<file path="config.mk">
export PLATFORM = sky130hd
export DESIGN_NAME = mem_port_arbiter
export DESIGN_NICKNAME = d
export VERILOG_FILES = /design/src/rtl/mem_port_arbiter.sv
export SDC_FILE = /design/constraint.sdc
export NUM_CORES = 1
export LEC_CHECK = 0
export ABC_AREA = 1
export ABC_CLOCK_PERIOD_IN_PS = 1800
export BUFFER_PORTS_ARGS = -buffer_cell sky130_fd_sc_hd__buf_4
export CAP_MARGIN = 25
export CORE_AREA = 5 5 205 207
export DETAILED_ROUTE_END_ITERATION = 8
export DIE_AREA = 0 0 210 212
export GPL_TIMING_DRIVEN = 0
export PLACE_DENSITY = 0.39
export SYNTH_ARGS = -nofsm -noshare
export SYNTH_HDL_FRONTEND = slang
export SYNTH_SLANG_ARGS = --single-unit
</file>
<file path="constraint.sdc">
create_clock -name clk -period 1.8 [get_ports clk]
set_input_delay 0.18 -clock clk [delete_from_list [all_inputs] [get_ports clk]]
set_output_delay 0.18 -clock clk [all_outputs]
set_load 0.02 [all_outputs]
</file>
<file path="src/rtl/mem_port_arbiter.sv">
// Shares one memory port between fetch and memory stages; m wins ties unless
// MEM_PORT_ARB_RR_EN is defined, which alternates ties by most recent grant.
module mem_port_arbiter #(
   parameter int ADDR_W   = 64,
   parameter int DATA_W   = 64,
   parameter int MEM_SIZE = 8192
) (
   input  logic              clk,
   input  logic              reset,
   input  logic              f_req,
   input  logic [ADDR_W-1:0] f_addr,
   output logic              f_valid,
   output logic [DATA_W-1:0] f_rdata,
   output logic              f_err,
   output logic              f_stall,
   input  logic              m_req,
   input  logic              m_we,
   input  logic [ADDR_W-1:0] m_addr,
   input  logic [DATA_W-1:0] m_wdata,
   output logic              m_valid,
   output logic [DATA_W-1:0] m_rdata,
   output logic              m_err,
   output logic              m_stall,
   output logic              mem_req,
   output logic              mem_we,
   output logic [ADDR_W-1:0] mem_addr,
   output logic [DATA_W-1:0] mem_wdata,
   input  logic              mem_ack,
   input  logic [DATA_W-1:0] mem_rdata,
   input  logic              mem_err
);

   localparam logic [2:0] IDLE   = 3'd0;
   localparam logic [2:0] BUSY_F = 3'd1;
   localparam logic [2:0] BUSY_M = 3'd2;
   localparam logic [2:0] ERR_F  = 3'd3;
   localparam logic [2:0] ERR_M  = 3'd4;

   localparam logic [ADDR_W-1:0] LIMIT = ADDR_W'(MEM_SIZE);

   logic [2:0]        state;
   logic [2:0]        state_nxt;
   logic [ADDR_W-1:0] addr_q;
   logic              we_q;
   logic [DATA_W-1:0] wdata_q;
   logic              m_pref;
   logic              grant_m;
   logic              grant_f;
   logic              idle;

   assign idle    = (state == IDLE);
   assign grant_m = m_req && (m_pref || !f_req);
   assign grant_f = f_req && !grant_m;

`ifdef MEM_PORT_ARB_RR_EN
   // Owner of the most recent grant; cleared so m is preferred after reset.
   logic last_m;

   always_ff @(posedge clk) begin
      if (reset)
         last_m <= 1'b0;
      else if (idle && (grant_m || grant_f))
         last_m <= grant_m;
   end

   assign m_pref = !last_m;
`else
   assign m_pref = 1'b1;
`endif

   always_comb begin
      state_nxt = state;
      unique case (state)
         IDLE: begin
            if (grant_m)
               state_nxt = (m_addr >= LIMIT) ? ERR_M : BUSY_M;
            else if (grant_f)
               state_nxt = (f_addr >= LIMIT) ? ERR_F : BUSY_F;
         end
         BUSY_F, BUSY_M: begin
            if (mem_ack)
               state_nxt = IDLE;
         end
         ERR_F, ERR_M: state_nxt = IDLE;
         default:      state_nxt = IDLE;
      endcase
   end

   always_ff @(posedge clk) begin
      if (reset) begin
         state   <= IDLE;
         addr_q  <= '0;
         we_q    <= 1'b0;
         wdata_q <= '0;
      end else begin
         state <= state_nxt;
         if (idle && grant_m) begin
            addr_q  <= m_addr;
            we_q    <= m_we;
            wdata_q <= m_wdata;
         end else if (idle && grant_f) begin
            addr_q  <= f_addr;
            we_q    <= 1'b0;
            wdata_q <= '0;
         end
      end
   end

   // Every output is forced low while reset is high, even mid-transaction.
   logic busy_f, busy_m, err_f, err_m, done_f, done_m;

   assign busy_f = !reset && (state == BUSY_F);
   assign busy_m = !reset && (state == BUSY_M);
   assign err_f  = !reset && (state == ERR_F);
   assign err_m  = !reset && (state == ERR_M);
   assign done_f = busy_f && mem_ack;
   assign done_m = busy_m && mem_ack;

   assign f_valid = done_f || err_f;
   assign f_err   = (done_f && mem_err) || err_f;
   assign f_rdata = done_f ? mem_rdata : '0;
   assign f_stall = !reset && f_req && !f_valid;

   assign m_valid = done_m || err_m;
   assign m_err   = (done_m && mem_err) || err_m;
   assign m_rdata = (done_m && !we_q) ? mem_rdata : '0;
   assign m_stall = !reset && m_req && !m_valid;

   assign mem_req   = busy_f || busy_m;
   assign mem_we    = busy_m && we_q;
   assign mem_addr  = mem_req ? addr_q : '0;
   assign mem_wdata = busy_m ? wdata_q : '0;

endmodule

</file>
Word-level counts from Yosys, hierarchy flattened
Index checks and enable logic that the tools add are counted.
W data, S select, Z words.
- logic and storage cells: 59
- bits in registers: 132
- output and inout port bits: 264
- input bits: 263
- mux-type cells: 16
- magnitude comparators: 2
- equal/unequal tests: 6
- reductions and logical operators: 31
- operator list (operator ; count):
    $mux W64 ; 8
    $ge A64 B14 Y1 const B ; 2
    $logic_and A1 B1 Y1 ; 17
    $mux W3 ; 4
    $eq A3 B2 Y1 const B ; 2
    $pmux W3 S2 ; 1
    $logic_not A1 Y1 ; 5
    $logic_or A1 B1 Y1 ; 5
    $eq A3 B1 Y1 const B ; 1
    $eq A3 B3 Y1 const B ; 1
    $logic_not A3 Y1 ; 1
    $ne A3 B3 Y1 const B ; 1
    $mux W1 ; 2
    $mux W2 ; 1
    $ne A2 B2 Y1 const B ; 1
    $reduce_and A2 Y1 ; 1
    $reduce_bool A2 Y1 ; 1
    $reduce_or A2 Y1 ; 1

Longest topological paths before layout
- depth after elaboration: 6
- depth in mapped cells: 10
- depth with buffers taken out: 9

Worst setup path before layout
OpenSTA, ideal clock, no wires.
- path type: flip-flop to output port
- from: reg state[0]
- to: out mem_addr[10]
- path buffers: 1
- arrival: 1497 ps
- cell stages (with the launch flop): 10
- required time: 1620 ps
- slack: 123 ps
- path through: dfxtp_1 inv_1 nor2_1 nand2_1 nand2_1 inv_1 nor2_2 inv_2 buf_2 nor2_1
- cells in the longest elaborated chain, start to end: 4
- elaborated cells on any way between the ends: 6
- classes of those cells: eq/ne (2); mux (1); reduce/logical (3)
- RTL lines (what ; RTL line ; RTL):
    start, declared ; 41 ; logic [2:0] state;
    start signal, assigned ; 96 ; state <= state_nxt;
    $eq A3 B1 Y1 or $eq A3 B2 Y1 (tied branches) ; 112, 113 ;
    $logic_and A1 B1 Y1 (on tied branches) ; 112, 113 ;
    $logic_or A1 B1 Y1 * ; 129 ; assign mem_req = busy_f || busy_m;
    named net mem_req ; 24 ; output logic mem_req,
    $mux W64 * ; 131 ; assign mem_addr = mem_req ? addr_q : '0;
    end, declared ; 26 ; output logic [ADDR_W-1:0] mem_addr,
Mark *: on every way through the listed nets, which the timed path passes. The rest lies on a longest branch.

Worst setup path in the final report
- from: reg state[2]
- to: out f_rdata[29]
- cells in the longest elaborated chain, start to end: 4
- RTL lines (what ; RTL line ; RTL):
    $eq A3 B1 Y1 ; 112 ; assign busy_f = !reset && (state == BUSY_F);
    $logic_and A1 B1 Y1 ; 112 ;
    $logic_and A1 B1 Y1 ; 116 ; assign done_f = busy_f && mem_ack;
    $mux W64 ; 121 ; assign f_rdata = done_f ? mem_rdata : '0;
    end, declared ; 13 ; output logic [DATA_W-1:0] f_rdata,
Every way passes these cells.

==> metrics.md <==
| Metric | Value |
|---|---|
| Worst Max-Slew Pin Slew | `~0.75 ns` |
| Share of cells above drive strength 1 | `between 40 and 50%` |
| Clk pin slew, worst setup/hold paths | `roughly 0.07 ns` |
| Violated checks | `setup timing` |
| Cell variety after synth | `22` |
| Post-synthesis simple-gate area fraction | `between 20% and 30%` |
| Die height | `between 200 and 250 um` |
| Post-Syn Area | `roughly 7300 sq um` |
| PnR worst setup slack | `-0.266 ns` |
| Core Footprint | `40200 sq um` |
| Crit. End Element | `output port` |
| Syn-to-layout area delta | `111%` |
| Synth Area in XOR/XNOR | `0%` |
| First-pass GRT wire length | `65100 um` |
| Most frequent cell after synthesis | `nor2_1` |
| Worst hold slack | `roughly 0.017 ns` |
| Maxcap violations | `0` |
| Die Wd | `roughly 210 um` |
| Tcrit/Tclk final | `115%` |
| Post-synth EDFFs | `0` |
| FF-to-FF Start | `state[0]` |
| Post-layout net count | `2085` |
| Largest net degree at the start of global routing | `17` |
| Worst skew pair latency | `around 0.43 ns` |
| Largest cells by area after synthesis | `dfxtp_1, nor2_1, inv_1` |
| Seq/Total Area, Yosys | `between 30 and 40%` |
| Total iterations of the first detailed-routing run | `6` |
| WL per Instance | `around 19 um` |
| Slew Limit Fails | `0` |
| Most frequent cells after synthesis | `nor2_1, inv_1, dfxtp_1, a21oi_1, nand2_1` |
| PnR Total Power | `between 9 and 10 mW` |
| Critical Path RT | `around 1.6 ns` |
| Reg2reg path depth | `8` |
| Endpoints failing hold | `0` |
| Finish-stage setup viols | `253` |
| Share of the synthesized area in the top cell type | `a little over a third` |
| Pre-CTS WS | `-0.326 ns` |
| Gr usage total | `19.3%` |
| CTS tree | `yes` |
| Status | `finished with violations` |
| Io pins | `around 530` |
| CP peak stage delay | `about 0.37 ns` |
| Rows | `74` |
| Crit path time final | `between 2 and 2.5 ns` |
| Clock buffer depth | `2` |
| Leak Pwr | `~6.8 nW` |
| FF+latch count, synth | `132` |
| DP Wirelength | `roughly 37000 um` |
| CP max FO | `10` |
| Max Freq | `around 480 MHz` |
| Starting Density | `between 10% and 20%` |
| Crit Path Category | `reg2out` |
| CTS H-tree lvls | `4` |
| IO buf count | `~530` |
| Hold WC Path Type | `in2reg` |
| Post-Route WL | `~46000 um` |
| Synth Area in Adders | `0%` |
| Critical Path Start Type | `flop` |
| Die ar. | `around 45000 sq um` |
| Top_reg_cell synth | `dfxtp_1` |
| Remaining Overflow, GRT | `0` |
| Slew headroom | `50.0%` |
| CTS Sinks | `~130` |
| Final std cells w/o fill | `approximately 2400` |
| DR vias | `between 10000 and 15000` |
| Drt via density | `4.29` |
| Post-synth top area cell | `dfxtp_1` |
| Worst EP arrival | `1.89 ns` |
| Cells after synthesis | `1199` |
| Clock root buffer | `clkbuf_16` |
| Critical path's slowest cell | `dfxtp_4` |
| Synth Area per Inst | `just over 6 sq um` |
| Clock Skews | `between 0.01 and 0.015 ns` |
| Mux cell area share after synthesis | `0%` |
| Crit. Startpoint | `state[2]` |
| PwrDens | `approximately 630 nW/um^2` |
| # DRC | `0` |
| Synth Area in Compound Gates | `19.1%` |
| Share of synthesized flip-flops with an asynchronous set or reset | `0%` |
| RSZ-0062 raised after global routing | `yes` |
| Gpl congestion | `0.946` |
| Antenna Nets Post-Route | `0` |
| Initial antenna violation count | `2` |
| Critical Path, Cell by Cell | `nor2_4, nand4_1, buf_6, clkbuf_8, nor2_1, buf_4` |
| CTS buffer count | `17` |
| FF-to-FF setup slack | `about 0.060 ns` |
| Max VDD drop | `approximately 0.55 mV` |
| Net Count, Synth | `about 1500` |
| Placed Cells | `2256` |
| Main combinational cell family by area after synthesis | `simple AND/OR/NAND/NOR gates` |
| YS warnings | `0` |
| Reg-to-Reg End | `we_q` |
| DRT iter0 DRCs | `roughly 390` |
| Setup crit end | `f_rdata[29]` |
| Vias in the first global route | `roughly 10000` |
| Hold Path Cell Cnt | `3` |
[cell type report]
type / instances / area, sq um
tap: 532 / 666
buffer: 90 / 774
clock inverter: 9 / 126
fill: 4291 / 24900
timing repair buffer: 603 / 5330
sequential: 132 / 2650
multi-input combinational: 773 / 4510
inverter: 205 / 782
clock buffer: 23 / 478
antenna: 2 / 5.00
[power by group]
group	total, mW	leakage (nW)	internal, mW	switching, mW
Combinational	2.59	5.39	1.12	1.47
Sequential	3.35	1.09	3.21	0.141
Clock	3.69	0.297	2.28	1.41
[how the worst min path moves through the flow]
stage                            from     endpoint
after global routing      m_wdata[16]  wdata_q[16]
after CTS                 m_wdata[16]  wdata_q[16]
final                     m_wdata[21]  wdata_q[21]
after floorplan                 m_req     state[2]
after detailed placement  m_wdata[15]  wdata_q[15]
after global placement    m_wdata[15]  wdata_q[15]
[sequential cells by signal, summed over array words and instances (netlist names)]
name	flops
addr_q	64
we_q	1
wdata_q	64
state	3
[critical path, delay by kind of cell (launching register included)]
kind                   cells  cell delay [ns]
flip-flops                 1             0.37
AND/OR/NAND/NOR            3             0.50
buffers and inverters      3             0.56
[per-stage QoR]
stage,instance area (sq um),utilization (%),setup TNS (ns)
after global routing,15300,38.1,-63.19
after global placement,11900,29.6,-13.72
after detailed placement,11900,29.6,-21.24
final,15300,38.1,-36.12
after floorplan,7280,-,0
after CTS,14300,35.6,-52.13
[placed cells by master (no fill, tap or decap), types with 3 or more instances in the layout]
master	count
a21oi_1	131
buf_12	14
buf_2	29
buf_4	391
buf_6	162
buf_8	6
bufinv_16	3
clkbuf_1	26
clkbuf_16	22
clkbuf_4	3
clkbuf_8	4
clkinv_2	4
dfxtp_1	129
dlygate4sd3_1	57
inv_1	197
inv_2	4
inv_4	3
nand2_1	100
nand3_1	68
nand3_4	3
nand4_1	4
nor2_1	153
nor2_2	58
nor2_4	116
o21ai_0	19
o21ai_1	46
o22ai_1	64
[what timing repair did]
action / in CTS / in global routing
hold endpoints to repair: 57 / 0
hold buffers: 57 / 0
pin swaps: 5 / 5
endpoints found under the setup margin: 267 / 383
gates cloned: 4 / 2
gates resized for setup: 325 / 251
setup buffers: 12 / 4
[per-layer routing]
layer	up-vias	wire, um	GRT usage [%]
met3	60	3490	6.55
met4	0	1800	8.03
li1	5010	-	-
met5	-	0	0
met1	4734	16700	20.3
met2	366	23700	35.3
[kinds of logic after synthesis]
| kind of cell | Yosys count |
|---|---|
| and+or+nand+nor | 510 |
| buffers and inverters | 295 |
| AOI/OAI and AO/OA | 262 |
| DFF | 132 |
Power figures use the tool's default switching activity.
